$ cat src/rtl/lcd_nibble_writer.sv
`default_nettype none
// +----------------------------------------------------------------------------+
// | lcd_nibble_writer: HD44780 4-bit writer with autonomous power-on init.     |
// | Optional macro LCD_LINE_WRAP_EN inserts 0xC0/0x80 after 16/32 data bytes.  |
// | Revision: 1.0                                                              |
// +----------------------------------------------------------------------------+
module lcd_nibble_writer #(
  parameter int T_POWERON = 750000,
  parameter int T_INIT1   = 205000,
  parameter int T_INIT2   = 5000,
  parameter int T_EN      = 12,
  parameter int T_NIB_GAP = 50,
  parameter int T_CMD     = 2000,
  parameter int T_CLEAR   = 82000,
  parameter int CNT_W     = 20
) (
  input  logic       Clock,
  input  logic       Reset,
  input  logic [7:0] iData,
  input  logic       iCommand,
  input  logic       iData_Ready,
  output logic       oReadyForData,
  output logic [3:0] oLCD_Data,
  output logic       oLCD_Enabled,
  output logic       oLCD_RegisterSelect,
  output logic       oLCD_ReadWrite,
  output logic       oLCD_StrataFlashControl
);

  typedef enum logic [2:0] {
    POWERON = 3'd0,
    PWRWAIT = 3'd1,
    SETUP   = 3'd2,
    ENABLE  = 3'd3,
    GAP     = 3'd4,
    WAIT    = 3'd5,
    IDLE    = 3'd6
  } lcdState_t;

  // Counter loads are value-1 so that a phase lasts exactly T_* cycles.
  localparam logic [CNT_W-1:0] LD_POWERON = CNT_W'(T_POWERON - 1);
  localparam logic [CNT_W-1:0] LD_INIT1   = CNT_W'(T_INIT1 - 1);
  localparam logic [CNT_W-1:0] LD_INIT2   = CNT_W'(T_INIT2 - 1);
  localparam logic [CNT_W-1:0] LD_EN      = CNT_W'(T_EN - 1);
  localparam logic [CNT_W-1:0] LD_GAP     = CNT_W'(T_NIB_GAP - 1);
  localparam logic [CNT_W-1:0] LD_CMD     = CNT_W'(T_CMD - 1);
  localparam logic [CNT_W-1:0] LD_CLEAR   = CNT_W'(T_CLEAR - 1);

  lcdState_t        state, stateNext;
  logic [CNT_W-1:0] cnt, cntNext;
  logic [3:0]       step, stepNext;
  logic             lowNib, lowNibNext;
  logic [7:0]       curByte, curByteNext;
  logic             curRs, curRsNext;
  logic [3:0]       dataOut, dataOutNext;
  logic             rsOut, rsOutNext;
  logic             isClear;
`ifdef LCD_LINE_WRAP_EN
  logic [4:0]       col, colNext;
`endif

  // Steps 0-3 are single init nibbles (high half only), 4-7 the config bytes.
  function automatic logic [7:0] stepByte(input logic [3:0] s);
    case (s)
      4'd0, 4'd1, 4'd2: stepByte = 8'h30;
      4'd3:             stepByte = 8'h20;
      4'd4:             stepByte = 8'h28;
      4'd5:             stepByte = 8'h06;
      4'd6:             stepByte = 8'h0C;
      4'd7:             stepByte = 8'h01;
      default:          stepByte = 8'h00;
    endcase
  endfunction

  function automatic logic [CNT_W-1:0] initWait(input logic [3:0] s);
    case (s)
      4'd0:    initWait = LD_INIT1;
      4'd1:    initWait = LD_INIT2;
      default: initWait = LD_CMD;
    endcase
  endfunction

  always_ff @(posedge Clock) begin
    if (Reset) begin
      state   <= POWERON;
      cnt     <= '0;
      step    <= 4'd0;
      lowNib  <= 1'b0;
      curByte <= 8'h00;
      curRs   <= 1'b0;
      dataOut <= 4'h0;
      rsOut   <= 1'b0;
`ifdef LCD_LINE_WRAP_EN
      col     <= 5'd0;
`endif
    end else begin
      state   <= stateNext;
      cnt     <= cntNext;
      step    <= stepNext;
      lowNib  <= lowNibNext;
      curByte <= curByteNext;
      curRs   <= curRsNext;
      dataOut <= dataOutNext;
      rsOut   <= rsOutNext;
`ifdef LCD_LINE_WRAP_EN
      col     <= colNext;
`endif
    end
  end

  always_comb begin
    stateNext   = state;
    cntNext     = (cnt != '0) ? cnt - 1'b1 : cnt;
    stepNext    = step;
    lowNibNext  = lowNib;
    curByteNext = curByte;
    curRsNext   = curRs;
    dataOutNext = dataOut;
    rsOutNext   = rsOut;
`ifdef LCD_LINE_WRAP_EN
    colNext     = col;
`endif
    isClear = !curRs && (curByte == 8'h01 || curByte == 8'h02);

    case (state)
      POWERON: begin
        stateNext = PWRWAIT;
        cntNext   = LD_POWERON;
      end
      PWRWAIT: if (cnt == '0) begin
        stepNext    = 4'd0;
        curByteNext = stepByte(4'd0);
        curRsNext   = 1'b0;
        lowNibNext  = 1'b0;
        stateNext   = SETUP;
      end
      SETUP: begin
        stateNext = ENABLE;
        cntNext   = LD_EN;
      end
      ENABLE: if (cnt == '0) begin
        if (step < 4'd4) begin
          stateNext = WAIT;
          cntNext   = initWait(step);
        end else if (!lowNib) begin
          stateNext = GAP;
          cntNext   = LD_GAP;
        end else begin
          stateNext = WAIT;
          cntNext   = isClear ? LD_CLEAR : LD_CMD;
        end
      end
      GAP: if (cnt == '0) begin
        lowNibNext = 1'b1;
        stateNext  = SETUP;
      end
      WAIT: if (cnt == '0) begin
        if (step < 4'd7) begin
          stepNext    = step + 4'd1;
          curByteNext = stepByte(step + 4'd1);
          curRsNext   = 1'b0;
          lowNibNext  = 1'b0;
          stateNext   = SETUP;
        end else if (step == 4'd7) begin
          stepNext  = 4'd8;
          stateNext = IDLE;
        end else begin
          stateNext = IDLE;
`ifdef LCD_LINE_WRAP_EN
          // Column 16 means the first line is full; 0 after a data byte means wrap.
          if (curRs && (col == 5'd16 || col == 5'd0)) begin
            curByteNext = (col == 5'd16) ? 8'hC0 : 8'h80;
            curRsNext   = 1'b0;
            lowNibNext  = 1'b0;
            stateNext   = SETUP;
          end
`endif
        end
      end
      IDLE: if (iData_Ready) begin
        curByteNext = iData;
        curRsNext   = !iCommand;
        lowNibNext  = 1'b0;
        stateNext   = SETUP;
`ifdef LCD_LINE_WRAP_EN
        colNext     = iCommand ? 5'd0 : col + 5'd1;
`endif
      end
      default: stateNext = POWERON;
    endcase

    // Bus values change only when a setup cycle begins, then hold until the next one.
    if (stateNext == SETUP) begin
      dataOutNext = lowNibNext ? curByteNext[3:0] : curByteNext[7:4];
      rsOutNext   = curRsNext;
    end
  end

  assign oReadyForData           = (state == IDLE);
  assign oLCD_Enabled            = (state == ENABLE);
  assign oLCD_Data               = dataOut;
  assign oLCD_RegisterSelect     = rsOut;
  assign oLCD_ReadWrite          = 1'b0;
  assign oLCD_StrataFlashControl = 1'b1;

endmodule
`default_nettype wire
$ cat config.mk
export PLATFORM = sky130hd
export DESIGN_NAME = lcd_nibble_writer
export DESIGN_NICKNAME = d
export VERILOG_FILES = /design/src/rtl/lcd_nibble_writer.sv
export SDC_FILE = /design/constraint.sdc
export NUM_CORES = 1
export LEC_CHECK = 0
export ABC_CLOCK_PERIOD_IN_PS = 2200
export CAP_MARGIN = 0
export CORE_MARGIN = 5
export CORE_UTILIZATION = 55
export CTS_BUF_LIST = sky130_fd_sc_hd__clkbuf_4 sky130_fd_sc_hd__clkbuf_8
export CTS_CLUSTER_SIZE = 40
export DETAILED_ROUTE_END_ITERATION = 16
export PLACE_DENSITY = 0.79
export SLEW_MARGIN = 15
export SYNTH_ARGS = -nofsm -noshare
export SYNTH_HDL_FRONTEND = slang
export SYNTH_SLANG_ARGS = --single-unit
$ cat constraint.sdc
create_clock -name Clock -period 2.2 [get_ports Clock]
set_input_delay 0.44 -clock Clock [delete_from_list [all_inputs] [get_ports Clock]]
set_output_delay 0.44 -clock Clock [all_outputs]
set_load 0.01 [all_outputs]
==> impl_metrics.ini, run 1 <==
[global_routing]
grt_overflow = 0
grt_max_degree = 23
use_met2_pct = 45.7
grt_first_pass_wirelength_um = 12700
use_met3_pct = 3.61
use_met1_pct = 30.1
grt-busiest-layer = met2
grt_pass1_vias = 2707
grt_usage_pct = 25.4
antenna_found_initial = 0

[timing]
max_freq_mhz = 444
min_period_ns = 2.25
grt_setup_unrepaired = true
fin_crit_sh_pct = 102
drv_slew = 0
finalSetupViolations = 4
worst_pin_slew_ns = 0.495
slew_headroom_pct = 66.7
final.setup_skew_ns = 0.00925
hold_viol = 0
setup_tns_ns = -0.0934
fin_hold_ws_ns = 0.463
worst_slack_ns = -0.0543

[critical_path]
cp-start-kind = flop
slowest_delay_ns = 0.57
critPathLaunch = cnt[12]
crit_slowest_cell = or4_4
crit_chain = or4_4 > nor4_4 > and2_4 > inv_8 > o41ai_4 > a2111oi_2 > o31ai_1
crit_family = simple AND/OR/NAND/NOR gates
crit_arrival_ns = 2.48
cp_max_fo = 14
r2r_start = cnt[12]
end_kind = flop
path_class = flop to flop
worst-path-buf-inv = 1
required_ns = 2.42

[synth]
synth-compound-area-share_pct = 24.3
synth_warnings = 0
synth_top_family_by_area = simple AND/OR/NAND/NOR gates
synth_edf_count = 0
yosys.area_share.adder_pct = 3.75
synth_common_cells = 42 x dfxtp_1, 39 x nor2_1, 37 x nand2_1
syn-cell-area_mm2 = 0.00267
synthSimpleGateAreaFrac_pct = 28.9
syn_nets = 370
yosys.cell_count.top_type = dfxtp_1
yosysTopAreaCellShare_pct = 31.5
yosysTopAreaCell = dfxtp_1
syn_area_per_cell_um2 = 7.63
ys_seq_area_share_pct = 31.5
yosys_register_bits = 42
synth_cell_types = 54
syn_inst = 350
synth_mux_area_share_pct = 0.843
ys.flop_type = dfxtp_1
synth-xor-area-share_pct = 4.59
synth_area_leaders = dfxtp_1 31%, a21oi_1 5.6%, nor2_1 5.5%
synthArstFlopShare_pct = 0

[layout]
fillCellCount = 360
fin_util_pct = 75.3
area_growth_pct = 33.2
fin_area_mm2 = 0.00356
drive_gt1_share_pct = 27.6
finalNetCount = 432
insertedDiodeCount = 0

[drt]
first_pass_iters = 4
drt_iter0_drc = 276
routed-via-count = 2851
viasPerCell = 5.94
drc = 0
wl_um = 8010
ant_nets = 0
avgRoutedWirePerCell_um = 16.7

[cts]
cts_max_path_buffers = 2
insertion_delay_ns = 0.31
cts_tree = done
cts.clk_slew.worst_paths_ns = 0.09
cts-root-buf = clkbuf_8
cts-buffers-inserted = 5
clock-sinks = 42
htreeDepth = 2
postCtsHoldBufs = 0

[power]
total_power_mw = 1.66
p_sw_uw = 491
seqPwrFrac_pct = 48.4
leakage_nw = 1.36
ir_worst_vdd_uv = 262
p_clk_share_pct = 31.3
power_density_mw_per_mm2 = 467
combPwrFrac_pct = 20.3
internal-power_mw = 1.17
swShare_pct = 29.6

[floorplanning]
die_area_mm2 = 0.00635
die_w_um = 79.7
start_util_pct = 56.6
ios = 21
row_count = 25
core-area_mm2 = 0.00472
die_h_um = 79.7

[placed_design]
globalplace.congestion = 0.962
io_buffers = 18
dp_hpwl_um = 5830
place_area_mm2 = 0.00331

[worst_hold_path]
worstHoldStart = oLCD_Data[2]
hold_path.class = flop to flop

[outcome]
violations = negative setup slack
outcome = finished, violations left

[run]
drv_cap = 0
==> flip-flops by register name, summed over array words and instances, names as in the netlist <==
signal	flops
oLCD_RegisterSelect	1
curRs	1
state	3
lowNib	1
step	4
curByte	8
cnt	20
oLCD_Data	4
==> tightest hold or removal path, stage by stage, from the launching register on <==
cell and delay (ns):
dfxtp_1 0.32, nand2_1 0.05, a21oi_1 0.05
==> metal layers <==
metal  share of wire (%)  routed length, um
met3                 5.5                442
met4                 2.3                185
met5                   0                  0
met1                  42               3340
met2                  50               4040
==> worst paths after layout <==
| path | endpoint | cells after the start | slack (ns) |
|---|---|---|---|
| min reg2reg | oLCD_Data[2] | 2 | 0.46 |
| max | oLCD_Data[1] | 7 | -0.05 |
| max reg2reg | oLCD_Data[1] | 7 | -0.05 |
| min | oLCD_Data[2] | 2 | 0.46 |
==> cells by family after synthesis <==
family | Yosys count
AO/OA/AOI/OAI | 100
multiplexers | 2
XOR/XNOR | 14
AND/OR/NAND/NOR | 147
buffers and inverters | 35
other | 2
flip-flops | 42
adder cells (fa/ha/maj) | 8
==> cells in the final DEF (no fill, tap or decap), types with 7 or more instances in the layout <==
master / instances
a31oi_1: 7
ha_1: 7
dfxtp_1: 37
nor3_1: 9
xnor2_1: 9
inv_1: 13
a21oi_1: 27
clkdlybuf4s50_1: 17
buf_4: 55
o21ai_0: 18
nand2_1: 36
nor2_1: 38
==> power by group through the flow <==
| stage | clock (mW) | combinational (mW) | sequential [mW] |
|---|---|---|---|
| final | 0.520 | 0.337 | 0.804 |
| after CTS | 0.523 | 0.318 | 0.804 |
| after global routing | 0.556 | 0.363 | 0.807 |
| after detailed placement | 0 | 0.316 | 0.822 |
| after global placement | 0 | 0.309 | 0.822 |
| after floorplan | 0 | 0.185 | 0.827 |
==> timing repair <==
action | CTS | global route
buffers inserted | 0 | 3
gates resized for setup | 8 | 29
pin swaps | 2 | 4
setup endpoints to repair | 14 | 18
gates cloned | 0 | 1
==> final cells by class <==
cell class | instances | area [um^2] | area share (%)
tap | 67 | 83.8 | 2.36
multi-input combinational | 273 | 1830 | 51.4
clock buffer | 5 | 68.8 | 1.93
inverter | 14 | 60.1 | 1.69
clock inverter | 3 | 21.3 | 0.598
sequential | 42 | 850 | 23.9
timing repair buffer | 76 | 647 | 18.2
==> stage by stage <==
stage | worst slack (ns) | std cells
after global routing | -0.105 | 480
after CTS | -0.0714 | 476
after detailed placement | -0.130 | 469
after floorplan | -0.0689 | 350
after global placement | -0.0549 | 469
final | -0.0543 | 480
Power figures use the tool's default switching activity.
==> run 2: changes to the inputs <==
--- a/config.mk
+++ b/config.mk
@@ -5,7 +5,6 @@
 export SDC_FILE = /design/constraint.sdc
 export NUM_CORES = 1
 export LEC_CHECK = 0
-export ABC_CLOCK_PERIOD_IN_PS = 2200
 export CAP_MARGIN = 0
 export CORE_MARGIN = 5
 export CORE_UTILIZATION = 55
==> results of run 2 <==
The final DEF is identical to that of run 1; final timing and power are the same.
